### config.mk
export PLATFORM = sky130hd
export DESIGN_NAME = opb_reg_bank_arbiter
export DESIGN_NICKNAME = d
export VERILOG_FILES = /design/src/rtl/opb_reg_bank_arbiter.sv
export SDC_FILE = /design/constraint.sdc
export NUM_CORES = 1
export LEC_CHECK = 0
export ABC_CLOCK_PERIOD_IN_PS = 2100
export CAP_MARGIN = 25
export CORE_MARGIN = 10
export CORE_UTILIZATION = 35
export CTS_BUF_LIST = sky130_fd_sc_hd__clkbuf_16
export DETAILED_ROUTE_END_ITERATION = 6
export HOLD_SLACK_MARGIN = 0.08
export PLACE_DENSITY_LB_ADDON = 0.3
export SYNTH_ARGS = -nofsm -noshare
export SYNTH_HDL_FRONTEND = slang
export SYNTH_SLANG_ARGS = --single-unit
### constraint.sdc
create_clock -name OPB_Clk -period 2.1 [get_ports OPB_Clk]
set_input_delay 0.315 -clock OPB_Clk [delete_from_list [all_inputs] [get_ports OPB_Clk]]
set_output_delay 0.315 -clock OPB_Clk [all_outputs]
set_load 0.005 [all_outputs]
### src/rtl/opb_reg_bank_arbiter.sv
// OPB slave front end that decodes one address window into C_NUM_SLAVES register
// slots, forwards each transfer to one slot and returns its ack, or errAck on timeout.
module opb_reg_bank_arbiter #(
  parameter logic [31:0] C_BASEADDR   = 32'h0100_0000,
  parameter int          C_NUM_SLAVES = 4,
  parameter int          C_SLV_AWIDTH = 8,
  parameter int          C_TIMEOUT    = 12
) (
  input  logic                        OPB_Clk,
  input  logic                        OPB_Rst,
  input  logic [0:31]                 OPB_ABus,
  input  logic [0:3]                  OPB_BE,
  input  logic [0:31]                 OPB_DBus,
  input  logic                        OPB_RNW,
  input  logic                        OPB_select,
  input  logic                        OPB_seqAddr,
  output logic [0:31]                 Sl_DBus,
  output logic                        Sl_xferAck,
  output logic                        Sl_errAck,
  output logic                        Sl_retry,
  output logic                        Sl_toutSup,
  output logic [C_NUM_SLAVES-1:0]     M_select,
  output logic [0:31]                 M_ABus,
  output logic [0:31]                 M_DBus,
  output logic [0:3]                  M_BE,
  output logic                        M_RNW,
  input  logic [32*C_NUM_SLAVES-1:0]  S_DBus,
  input  logic [C_NUM_SLAVES-1:0]     S_xferAck
);

  localparam int          IDX_W        = (C_NUM_SLAVES > 1) ? $clog2(C_NUM_SLAVES) : 1;
  localparam logic [32:0] BANK_SIZE    = 33'(C_NUM_SLAVES) << C_SLV_AWIDTH;
  localparam logic [7:0]  TIMEOUT_LAST = 8'(C_TIMEOUT - 1);

  typedef enum logic [1:0] {
    ST_IDLE,
    ST_WAIT,
    ST_ACK,
    ST_ERR
  } state_t;

  state_t                    state_q, state_d;
  logic [7:0]                cnt_q, cnt_d;
  logic [C_NUM_SLAVES-1:0]   m_select_d;
  logic [0:31]               m_abus_d, m_dbus_d, sl_dbus_d;
  logic [0:3]                m_be_d;
  logic                      m_rnw_d;
  logic                      sl_xferack_d, sl_errack_d, sl_toutsup_d;

  // Burst hints are accepted but have no effect on single-beat sequencing.
  logic unused;
  assign unused = OPB_seqAddr;

  assign Sl_retry = 1'b0;

  // Address decode on the raw bus; the [0:31] to [31:0] copy keeps the numeric value.
  logic [31:0]             addr, offset;
  logic                    in_range;
  logic [IDX_W-1:0]        idx;
  logic [C_NUM_SLAVES-1:0] decode_onehot;

  assign addr     = OPB_ABus;
  assign offset   = addr - C_BASEADDR;
  assign in_range = (addr >= C_BASEADDR) && ({1'b0, offset} < BANK_SIZE);
  assign idx      = IDX_W'(offset >> C_SLV_AWIDTH);

  always_comb begin
    for (int i = 0; i < C_NUM_SLAVES; i++) begin
      decode_onehot[i] = (idx == IDX_W'(i));
    end
  end

  // Only the slot currently selected may answer; acks and data from others are masked.
  logic        ack_hit;
  logic [0:31] rd_data;

  assign ack_hit = |(S_xferAck & M_select);

  always_comb begin
    rd_data = '0;
    for (int i = 0; i < C_NUM_SLAVES; i++) begin
      if (M_select[i]) rd_data = rd_data | S_DBus[32*i +: 32];
    end
  end

  always_comb begin
    // NOTE: every combinational output gets a default before the case so no path
    // leaves it unassigned, which would otherwise infer a latch.
    state_d      = state_q;
    cnt_d        = cnt_q;
    m_select_d   = M_select;
    m_abus_d     = M_ABus;
    m_dbus_d     = M_DBus;
    m_be_d       = M_BE;
    m_rnw_d      = M_RNW;
    sl_dbus_d    = '0;
    sl_xferack_d = 1'b0;
    sl_errack_d  = 1'b0;
    sl_toutsup_d = 1'b0;

    unique case (state_q)
      ST_IDLE: begin
        m_select_d = '0;
        if (OPB_select && in_range) begin
          state_d      = ST_WAIT;
          m_select_d   = decode_onehot;
          m_abus_d     = OPB_ABus;
          m_dbus_d     = OPB_DBus;
          m_be_d       = OPB_BE;
          m_rnw_d      = OPB_RNW;
          cnt_d        = '0;
          sl_toutsup_d = 1'b1;
        end
      end

      ST_WAIT: begin
        sl_toutsup_d = 1'b1;
        if (!OPB_select) begin
          // Master abort outranks a coincident slave ack.
          state_d      = ST_IDLE;
          m_select_d   = '0;
          sl_toutsup_d = 1'b0;
        end else if (ack_hit) begin
          state_d      = ST_ACK;
          m_select_d   = '0;
          sl_xferack_d = 1'b1;
          sl_dbus_d    = M_RNW ? rd_data : '0;
          sl_toutsup_d = 1'b0;
        end else if (cnt_q == TIMEOUT_LAST) begin
          state_d      = ST_ERR;
          m_select_d   = '0;
          sl_xferack_d = 1'b1;
          sl_errack_d  = 1'b1;
          sl_toutsup_d = 1'b0;
        end else begin
          cnt_d = cnt_q + 8'd1;
        end
      end

      // ACK and ERR only last one cycle; select is ignored to force a turnaround.
      ST_ACK: begin
        state_d    = ST_IDLE;
        m_select_d = '0;
      end

      ST_ERR: begin
        state_d    = ST_IDLE;
        m_select_d = '0;
      end

      default: begin
        state_d    = ST_IDLE;
        m_select_d = '0;
      end
    endcase
  end

  always_ff @(posedge OPB_Clk) begin
    // NOTE: sequential state uses non-blocking assignments so every register
    // samples the pre-edge values regardless of statement order.
    if (OPB_Rst) begin
      state_q    <= ST_IDLE;
      cnt_q      <= '0;
      M_select   <= '0;
      M_ABus     <= '0;
      M_DBus     <= '0;
      M_BE       <= '0;
      M_RNW      <= 1'b0;
      Sl_DBus    <= '0;
      Sl_xferAck <= 1'b0;
      Sl_errAck  <= 1'b0;
      Sl_toutSup <= 1'b0;
    end else begin
      state_q    <= state_d;
      cnt_q      <= cnt_d;
      M_select   <= m_select_d;
      M_ABus     <= m_abus_d;
      M_DBus     <= m_dbus_d;
      M_BE       <= m_be_d;
      M_RNW      <= m_rnw_d;
      Sl_DBus    <= sl_dbus_d;
      Sl_xferAck <= sl_xferack_d;
      Sl_errAck  <= sl_errack_d;
      Sl_toutSup <= sl_toutsup_d;
    end
  end

endmodule
Word-level counts from Yosys, hierarchy flattened
Cells that the tools add are included.
{"block": "totals", "wordCells": 74, "latch_bits": 0, "ff_bits": 118, "mem_count": 0, "ramBits": 0, "out_inout_bits": 109, "romBits": 0, "in_bits": 205}
{"block": "op_classes", "reduce_logical": 13, "mul": 0, "mux": 26, "shifts": 0, "n_eq_ne": 12, "n_div": 0, "bitwise": 8, "addsub": 2, "order_cmp": 2}
{"operator": "32-bit two-way mux", "n": 4}
{"operator": "32-bit OR", "n": 3}
{"operator": "32-bit by 25-bit greater-or-equal comparator with 1-bit output (second input constant)", "n": 1}
{"operator": "32-bit by 11-bit less-than comparator with 1-bit output (second input constant)", "n": 1}
{"operator": "8-bit two-way mux", "n": 4}
{"operator": "32-bit by 25-bit subtractor with 32-bit output (second input constant)", "n": 1}
{"operator": "4-bit two-way mux", "n": 4}
{"operator": "8-bit case mux with 2 select lines", "n": 1}
{"operator": "4-bit case mux with 3 select lines", "n": 1}
{"operator": "8-bit by 1-bit adder with 8-bit output (second input constant)", "n": 1}
{"operator": "2-bit == test (second input constant)", "n": 4}
{"operator": "8-bit by 4-bit == test with 1-bit output (second input constant)", "n": 1}
{"operator": "2-bit two-way mux", "n": 4}
{"operator": "2-bit inequality test (second input constant)", "n": 4}
{"operator": "7-bit OR reduction", "n": 1}
{"operator": "1-bit two-way mux", "n": 6}
{"operator": "2-bit case mux with 3 select lines", "n": 1}
{"operator": "5-bit AND reduction", "n": 1}
{"operator": "5-bit OR reduction", "n": 1}
{"operator": "4-bit AND", "n": 1}
{"operator": "2-bit by 1-bit == test with 1-bit output (second input constant)", "n": 2}
{"operator": "2-bit zero test", "n": 2}
{"operator": "4-bit inequality test (second input constant)", "n": 1}
{"operator": "1-bit NOT", "n": 4}
{"operator": "7 further kinds", "n": 9}

Depth between registers and ports, before layout
Gate-level depths: netlist (run 1).
{"block": "logic_depth", "depth_word": 7, "ltp_mapped": 7, "ltp_nobuf": 5}

Worst setup path before layout (run 1)
Ideal clock, no wire load.
{"block": "synth_timing", "path_kind": "flip-flop to flip-flop", "startpoint": "register cnt_q[0]", "endpoint": "register cnt_q[1]", "path_stages_with_launch": 7, "required_time_ps": 1984, "setup_slack_ps": 353, "arrival_time_ps": 1630, "path_buffers": 1, "synth_period_minus_slack_ps": 1747, "cell_sequence": "dfxtp_1 -> ha_1 -> nand2_1 -> or4_1 -> clkbuf_2 -> and4_1 -> a41o_1"}
{"block": "synth_via", "elab_chain_cells": 5, "elab_cells_between_ends": 8}
{"element": "start: declaration", "line_no": "43", "rtl": "logic [7:0] cnt_q, cnt_d;"}
{"element": "start signal: assignment", "line_no": "175", "rtl": "cnt_q <= cnt_d;"}
{"element": "8-bit by 1-bit adder with 8-bit output", "line_no": "136", "rtl": "cnt_d = cnt_q + 8'd1;"}
{"element": "8-bit two-way mux", "line_no": "129", "rtl": "end else if (cnt_q == TIMEOUT_LAST) begin"}
{"element": "8-bit two-way mux", "line_no": "123", "rtl": "end else if (ack_hit) begin"}
{"element": "8-bit two-way mux", "line_no": "118", "rtl": "if (!OPB_select) begin"}
{"element": "8-bit case mux with 2 select lines", "line_no": "101", "rtl": "unique case (state_q)"}
Parallel ways exist; a longest one is shown, timed or not. The select of a mux whose other input is x is not followed.
A chain may end at the register's enable or synchronous reset.

Final worst setup path (run 1)
{"block": "layout_timing", "startpoint": "register M_select[3]", "endpoint": "output M_select[3]"}
{"element": "start: declaration", "line_no": "22", "rtl": "output logic [C_NUM_SLAVES-1:0] M_select,"}
{"element": "start signal: assignment", "line_no": "176", "rtl": "M_select <= m_select_d;"}
No word-level cell between the ends.

==> results by group, run 1 <==
Status
  – Result of the run: complete, no violations

Clock tree
  – Clock-pin slew reported for the worst setup and hold paths after clock tree synthesis: 0.05 ns
  – Inserted Clock Buffers: 17
  – Root Driver: sky130_fd_sc_hd__clkbuf_16
  – Clk Latency, worst-skew pair: between 0.4 and 0.5 ns
  – Maximum buffer depth of the clock tree: 2
  – Hold-fix buffers, CTS: 0
  – Clock tree from TritonCTS: built
  – Number of H-tree levels: 4
  – Clk sinks: ~120

Routing
  – Average wire per cell in the routed design: 21.2 um
  – Routed via count divided by cell count: 5.31
  – Total vias in the final route: 5268
  – Antenna violation net count after detailed routing: 0
  – Overall routed net length: 21.1 mm
  – Number of design-rule violations left by the first detailed-router iteration: around 360
  – Final routed DRC violation total: 0
  – First-pass detailed-route iteration total: 5

Placed design
  – Post-detail-place hpwl: 16.4 mm
  – Placed Instances: about 960
  – Number of input and output port buffers inserted: 311
  – RD Place Congestion: approximately 0.95

Die
  – Chip width: 134 um
  – Top-level I/O count: 314
  – CORE AREA: 12700 um2
  – Full die area: between 15000 and 20000 um2
  – Effective utilization at floorplan: between 30 and 40%
  – Row count: 41
  – Overall die height: between 100 and 150 um

Critical path
  – Slowest CP cell: sky130_fd_sc_hd__clkdlybuf4s50_1
  – Crit path capture type: primary output
  – Highest net fanout along the worst path: 34
  – Capture point of the worst reg-to-reg path: cnt_q[2]$_SDFFE_PP0P_
  – Critical path, cell by cell: buf_6 -> clkdlybuf4s50_1
  – Family with the most delay on the worst path: buffers and inverters
  – Start point of the critical path: M_select[3]$_SDFFE_PP0P_
  – Logic depth of the worst setup path including buffers: 2
  – Crit path required time: 1.78 ns
  – Worst reg2reg startpoint: cnt_q[0]$_SDFFE_PP0P_
  – Delay of the slowest cell on the worst path: 0.57 ns
  – Critical path endpoint: M_select[3]
  – Count of buffering cells on the critical path with inverters included: 2
  – Type of element launching the critical path: flip-flop
  – Crit Path Category: reg2out
  – Reg2reg setup slack: ~0.28 ns
  – Number of cells on the worst reg-to-reg path: 6
  – Arrival time of data at the critical path endpoint: ~1.7 ns

Synthesis
  – Ys flop type: sky130_fd_sc_hd__dfxtp_1
  – Warnings, synthesis: 0
  – Register bit count reported by yosys: approximately 120
  – Portion of the post-synthesis area used by sequential elements: 51.7%
  – Share of flip-flops with an asynchronous set or reset: 0%
  – Mean cell area of the mapped netlist: 9.02 um2
  – Post-synthesis cell count: 507
  – Post-synthesis instance area: 4570 um2
  – EDFF count, synth: 0
  – Unique cell type count in the Yosys netlist: 37
  – Post-synth net total: about 710

GRT
  – Maximum number of pins on one net before global-route repair: 40
  – Overflow after GRT: 0
  – Total global routing track utilization: 22.2%
  – First-pass GRT wire length: 31.4 mm
  – Antenna violations before repair: 0
  – Vias in the first global route: around 5500

Timing
  – Final setup violation count: 0
  – Fin. max-slew vios: 0
  – Final clock period utilization by the worst path: 95.2%
  – Final hold violation count: 0
  – Maximum frequency from static timing analysis: 0.500 GHz
  – Final worst path period need: between 1.5 and 2 ns
  – Least-Margin Pin Slew: 0.673 ns
  – Setup skew after layout: 0.00408 ns
  – RSZ-0062 raised after global routing: no
  – Rel. slew slack: a little over half

Pwr
  – VDD IR-drop max: a little under 500 uV
  – Power density over the cells: 647 nW/um2
  – Standby leakage power: 2.83 nW
  – Total power consumption of the routed design: 0.00548 W

Cells and area
  – Area Growth Syn to Fin: 85.3%
  – Fraction of layout instances using a drive strength above 1: 6.71%
  – Diode insertion count for antenna repair: 0
  – Post-route non-filler standard cell count: roughly 1000
  – Sequential Area: approximately 2400 um2
  – Area of the multi-input gates: about 2000 um2
  – NumNets Final: 1014
  – Fillers: 1017

Hold path
  – Min-delay worst type: in2reg

Job
  – Number of max-cap violations: 0
==> cells by family (layout without fill, tap and decap cells) <==
| kind of cell | count (synthesis) | after routing | share of synthesized area [%] |
|---|---|---|---|
| AO/OA/AOI/OAI | 211 | 211 | 27.6 |
| XOR/XNOR | 4 | 4 | 0.766 |
| adder cells (fa/ha/maj) | 1 | 1 | 0.274 |
| buffers and inverters | 53 | 366 | 4.84 |
| flip-flops | 118 | 118 | 51.7 |
| other | 1 | 1 | 0.0820 |
| AND/OR/NAND/NOR | 119 | 119 | 14.8 |
==> flip-flops by register name, indices dropped and copies added, names as in the netlist, 2 cells and up <==
signal	count
M_ABus	32
Sl_DBus	32
M_BE	4
cnt_q	8
state_q	2
M_select	4
M_DBus	32
==> synth_stat cells, drive strengths merged (2+ instances only) <==
master  number  area share, %
a21oi       89            9.7
a22o         2           0.77
a22oi       64             11
and2        21            2.9
and4         3           0.57
buf         12            1.5
clkbuf      40            3.3
dfxtp      118             52
nand2        4           0.33
nand3       52            5.7
nand4        6           0.82
nand4b       3           0.57
nor2         8           0.66
nor4        10            1.4
nor4b        2           0.38
o21a         2           0.33
o21ai       49            5.4
or3          4           0.55
or4          2           0.33
xnor2        4           0.77
==> worst reg2reg max path: stages (launching register included) <==
cell	delay, ns
sky130_fd_sc_hd__dfxtp_1	0.39
sky130_fd_sc_hd__ha_1	0.25
sky130_fd_sc_hd__nand2_1	0.11
sky130_fd_sc_hd__or4_1	0.52
sky130_fd_sc_hd__buf_4	0.19
sky130_fd_sc_hd__a31oi_1	0.18
sky130_fd_sc_hd__a211oi_1	0.07
==> metal layers <==
metal / routed length (um) / global-route usage (%)
met5: 0 / 0
met4: 561 / 8.77
met3: 2170 / 8.96
met2: 10700 / 39.0
met1: 7630 / 23.2
==> area by class of cell <==
class                      instances  share of cell area [%]
clock inverter                    14                    1.68
tap                              172                    2.54
multi-input combinational        336                    23.5
timing repair buffer             334                    39.3
sequential                       118                    27.9
clock buffer                      17                    5.02
inverter                           1                  0.0443
==> where the power goes <==
group          total (W)  internal, W    switching [W]
registers        0.00224      0.00224  0.0000000000917
logic           0.000437     0.000342        0.0000958
clock network    0.00281      0.00182         0.000984
total            0.00548      0.00441          0.00108
==> timing repair <==
action                     4_1_cts  5_1_grt
setup endpoints to repair        0        1
buffers inserted                 0        0
gates resized for setup          0        1
==> cells in the final DEF, fill, tap and decap left out, drive strengths merged, types with 2 or more instances in the layout <==
master / netlist / layout
clkdlybuf4s50: 0 / 310
o21ai: 49 / 49
nand2: 4 / 4
nand3: 52 / 52
o21a: 2 / 2
nand4: 6 / 6
buf: 12 / 24
a21oi: 89 / 89
and2: 21 / 21
a22oi: 64 / 64
nor4b: 2 / 2
or4: 2 / 2
a22o: 2 / 2
nand4b: 3 / 3
clkinv: 0 / 9
nor2: 8 / 8
xnor2: 4 / 4
inv: 1 / 2
or3: 4 / 4
nor4: 10 / 10
clkbuf: 40 / 17
bufinv: 0 / 3
and4: 3 / 3
dfxtp: 118 / 118
==> worst min-delay path by stage <==
stage / from / endpoint / cells after the start
floorplan: M_ABus[0]$_SDFFE_PP0P_ / M_ABus[0]$_SDFFE_PP0P_ / 1
global placement: M_ABus[1]$_SDFFE_PP0P_ / M_ABus[1]$_SDFFE_PP0P_ / 1
detailed placement: M_ABus[18]$_SDFFE_PP0P_ / M_ABus[18]$_SDFFE_PP0P_ / 1
CTS: OPB_Rst / M_select[1]$_SDFFE_PP0P_ / 2
global route: OPB_Rst / M_DBus[28]$_SDFFE_PP0P_ / 2
finish: OPB_Rst / state_q[0]$_SDFFE_PP0P_ / 2
==> metrics by stage <==
stage	hold WS (ns)	cell area, um2	setup TNS (ns)	worst slack (ns)	utilization (%)
detailed placement	0.443	7900	-2.27	-0.0824	62.1
finish	0.380	8480	0	0.100	66.6
CTS	0.347	8470	0	0.00159	66.6
global placement	0.443	7900	-0.504	-0.0253	62.1
global route	0.390	8480	0	0.0284	66.6
floorplan	0.455	4570	0	0.353	-
Power figures use the tool's default switching activity.
==> inputs of run 2 (changes only) <==
- PLACE_DENSITY: unset -> 0.8
- PLACE_DENSITY_LB_ADDON: 0.3 -> unset
- RECOVER_POWER: unset -> 50
==> run 2 against run 1 <==
The flow now finishes with violations (design-rule violations). Maximum frequency down 0.98%. Largest cell class unchanged. Clock skew grew 0.0025 ns. Sequential share of layout area down 0.33 points. Register-to-register slack lost 0.12 ns.
==> results by group, run 2 (same netlist as run 1, synthesis figures left out) <==
Timing
  – Final worst path period need: 2.02 ns
  – Rel. slew slack: 53.8%
  – Final setup violation count: 0
  – Fin. max-slew vios: 0
  – RSZ-0062 raised after global routing: no
  – Final clock period utilization by the worst path: 96.2%
  – Final hold violation count: 0
  – Least-Margin Pin Slew: 0.693 ns
  – Setup skew after layout: 0.00654 ns
  – Maximum frequency from static timing analysis: just under 0.5 GHz

GRT
  – Vias in the first global route: ~5400
  – Overflow after GRT: 0
  – Antenna violations before repair: 2
  – Maximum number of pins on one net before global-route repair: 50
  – First-pass GRT wire length: 31.5 mm
  – Total global routing track utilization: between 20% and 30%

Critical path
  – Highest net fanout along the worst path: 34
  – Slowest CP cell: sky130_fd_sc_hd__clkdlybuf4s50_1
  – Crit path capture type: primary output
  – Worst reg2reg startpoint: M_select[3]$_SDFFE_PP0P_
  – Crit Path Category: reg2out
  – Start point of the critical path: M_select[1]$_SDFFE_PP0P_
  – Delay of the slowest cell on the worst path: 0.59 ns
  – Arrival time of data at the critical path endpoint: 1.70 ns
  – Crit path required time: 1.78 ns
  – Count of buffering cells on the critical path with inverters included: 2
  – Critical path, cell by cell: buf_4 -> clkdlybuf4s50_1
  – Family with the most delay on the worst path: buffers and inverters
  – Type of element launching the critical path: flip-flop

Routing
  – Total vias in the final route: 5287
  – Average wire per cell in the routed design: between 20 and 25 um
  – Antenna violation net count after detailed routing: 0
  – Number of design-rule violations left by the first detailed-router iteration: 270
  – First-pass detailed-route iteration total: 7
  – Final routed DRC violation total: 3
  – Overall routed net length: 21.4 mm
  – Routed via count divided by cell count: 5.27

Placed design
  – Number of input and output port buffers inserted: between 300 and 400
  – RD Place Congestion: ~0.96
  – Post-detail-place hpwl: 16.7 mm
  – Placed inst area: just under 8000 um2

Clock tree
  – Number of H-tree levels: 4
  – Inserted Clock Buffers: 17
  – Clock-pin slew reported for the worst setup and hold paths after clock tree synthesis: 0.05 ns
  – Root Driver: sky130_fd_sc_hd__clkbuf_16
  – Hold-fix buffers, CTS: 0
  – Maximum buffer depth of the clock tree: 2
  – Clock tree from TritonCTS: built
  – Clk sinks: 118
  – Number of buffers inserted by post-CTS setup repair: 0
  – Clk Latency, worst-skew pair: 0.41 ns

Job
  – Number of max-cap violations: 0

Cells and area
  – Fraction of layout instances using a drive strength above 1: ~7.2%
  – Final standard cell area without fillers: 8580 um2
  – Share of the core filled with cells: 67.4%
  – Largest registers in the final layout: M_ABus x32, M_DBus x32, Sl_DBus x32
  – Most frequent standard cell in the layout excluding fill and tap cells: sky130_fd_sc_hd__clkdlybuf4s50_1
  – NumNets Final: 1022
  – Commonest cells after routing, fill and taps aside: sky130_fd_sc_hd__clkdlybuf4s50_1 (232), sky130_fd_sc_hd__dfxtp_1 (118), sky130_fd_sc_hd__a21oi_1 (89)
  – Area Growth Syn to Fin: 87.5%

Hold path
  – Hold path start: OPB_Rst
  – Min-delay worst type: in2reg

Pwr
  – Power density over the cells: 680 nW/um2
  – Standby leakage power: 3.18 nW
  – Total power consumption of the routed design: 0.00583 W
  – VDD IR-drop max: 517 uV

Die
  – Effective utilization at floorplan: 35.9%
  – CORE AREA: between 10000 and 15000 um2
  – Chip width: approximately 130 um
  – Full die area: 18000 um2
  – Top-level I/O count: ~310
  – Overall die height: around 130 um
  – Row count: roughly 40

Status
  – Result of the run: finished with violations
  – Violations in the final reports: design-rule violations
run 2: changes by cell type in the layout (fill, tap and decap cells not counted), moves of 2 or more:
| cell | before | now |
|---|---|---|
| sky130_fd_sc_hd__buf_12 | 4 | 2 |
| sky130_fd_sc_hd__buf_4 | 18 | 26 |
| sky130_fd_sc_hd__bufinv_16 | 3 | 6 |
| sky130_fd_sc_hd__clkdlybuf4s50_1 | 310 | 232 |
| sky130_fd_sc_hd__clkinv_2 | 6 | 3 |
| sky130_fd_sc_hd__diode_2 | 0 | 2 |
| sky130_fd_sc_hd__dlygate4sd3_1 | 0 | 78 |
| sky130_fd_sc_hd__inv_1 | 2 | 4 |
run 2: tightest hold or removal path: cells and delay by family:
kind | cells | cell delay [ns]
AO/OA/AOI/OAI | 1 | 0.10
buffers and inverters | 1 | 0.10
AND/OR/NAND/NOR | 1 | 0.07
run 2: what timing repair did:
item	CTS	global route
endpoints found under the setup margin	0	1
resized for setup	0	1
endpoints found under the hold margin	0	0
run 2: layout make-up:
class	instances	area [um2]
sequential	118	2360
clock inverter	15	218
inverter	1	3.75
timing repair buffer	342	3360
antenna	2	5.00
clock buffer	17	425
multi-input combinational	336	1980
tap	172	215
fill	1039	4150
run 2: metrics by stage:
stage	TNS (ns)	worst slack (ns)	instances	hold slack [ns]
after floorplan	0	0.353	507	0.455
after global placement	-1.08	-0.0475	969	0.445
final	0	0.0807	1003	0.221
after detailed placement	-1.98	-0.0900	969	0.446
after CTS	0	0.0557	1001	0.201
after global routing	0	0.00764	1003	0.223
run 2: worst paths after layout:
path,to,slack [ns],cells past startpoint
worst max register to register,Sl_DBus[15]$_SDFF_PP0_,0.16,5
worst min-delay path,state_q[1]$_SDFFE_PP0P_,0.22,3
worst min register to register,M_ABus[14]$_SDFFE_PP0P_,0.45,1
worst max-delay path,M_select[1],0.08,2
run 2: report_power, final:
part	switching [W]	internal, W	leakage, nW
sequential	0.0000000000887	0.00224	0.950
combinational	0.0000964	0.000340	1.90
clock	0.000966	0.00219	0.327
run 2: routing by layer:
layer / GRT usage [%] / share of wire, %
met3: 8.59 / 8.9
met5: 0 / 0
met1: 22.0 / 36
met2: 41.0 / 52
met4: 9.85 / 2.7
==> inputs of run 3 (changes only) <==
- TNS_END_PERCENT: unset -> 100
==> results of run 3 <==
No change in the layout: final DEF, timing and power equal those of run 2.
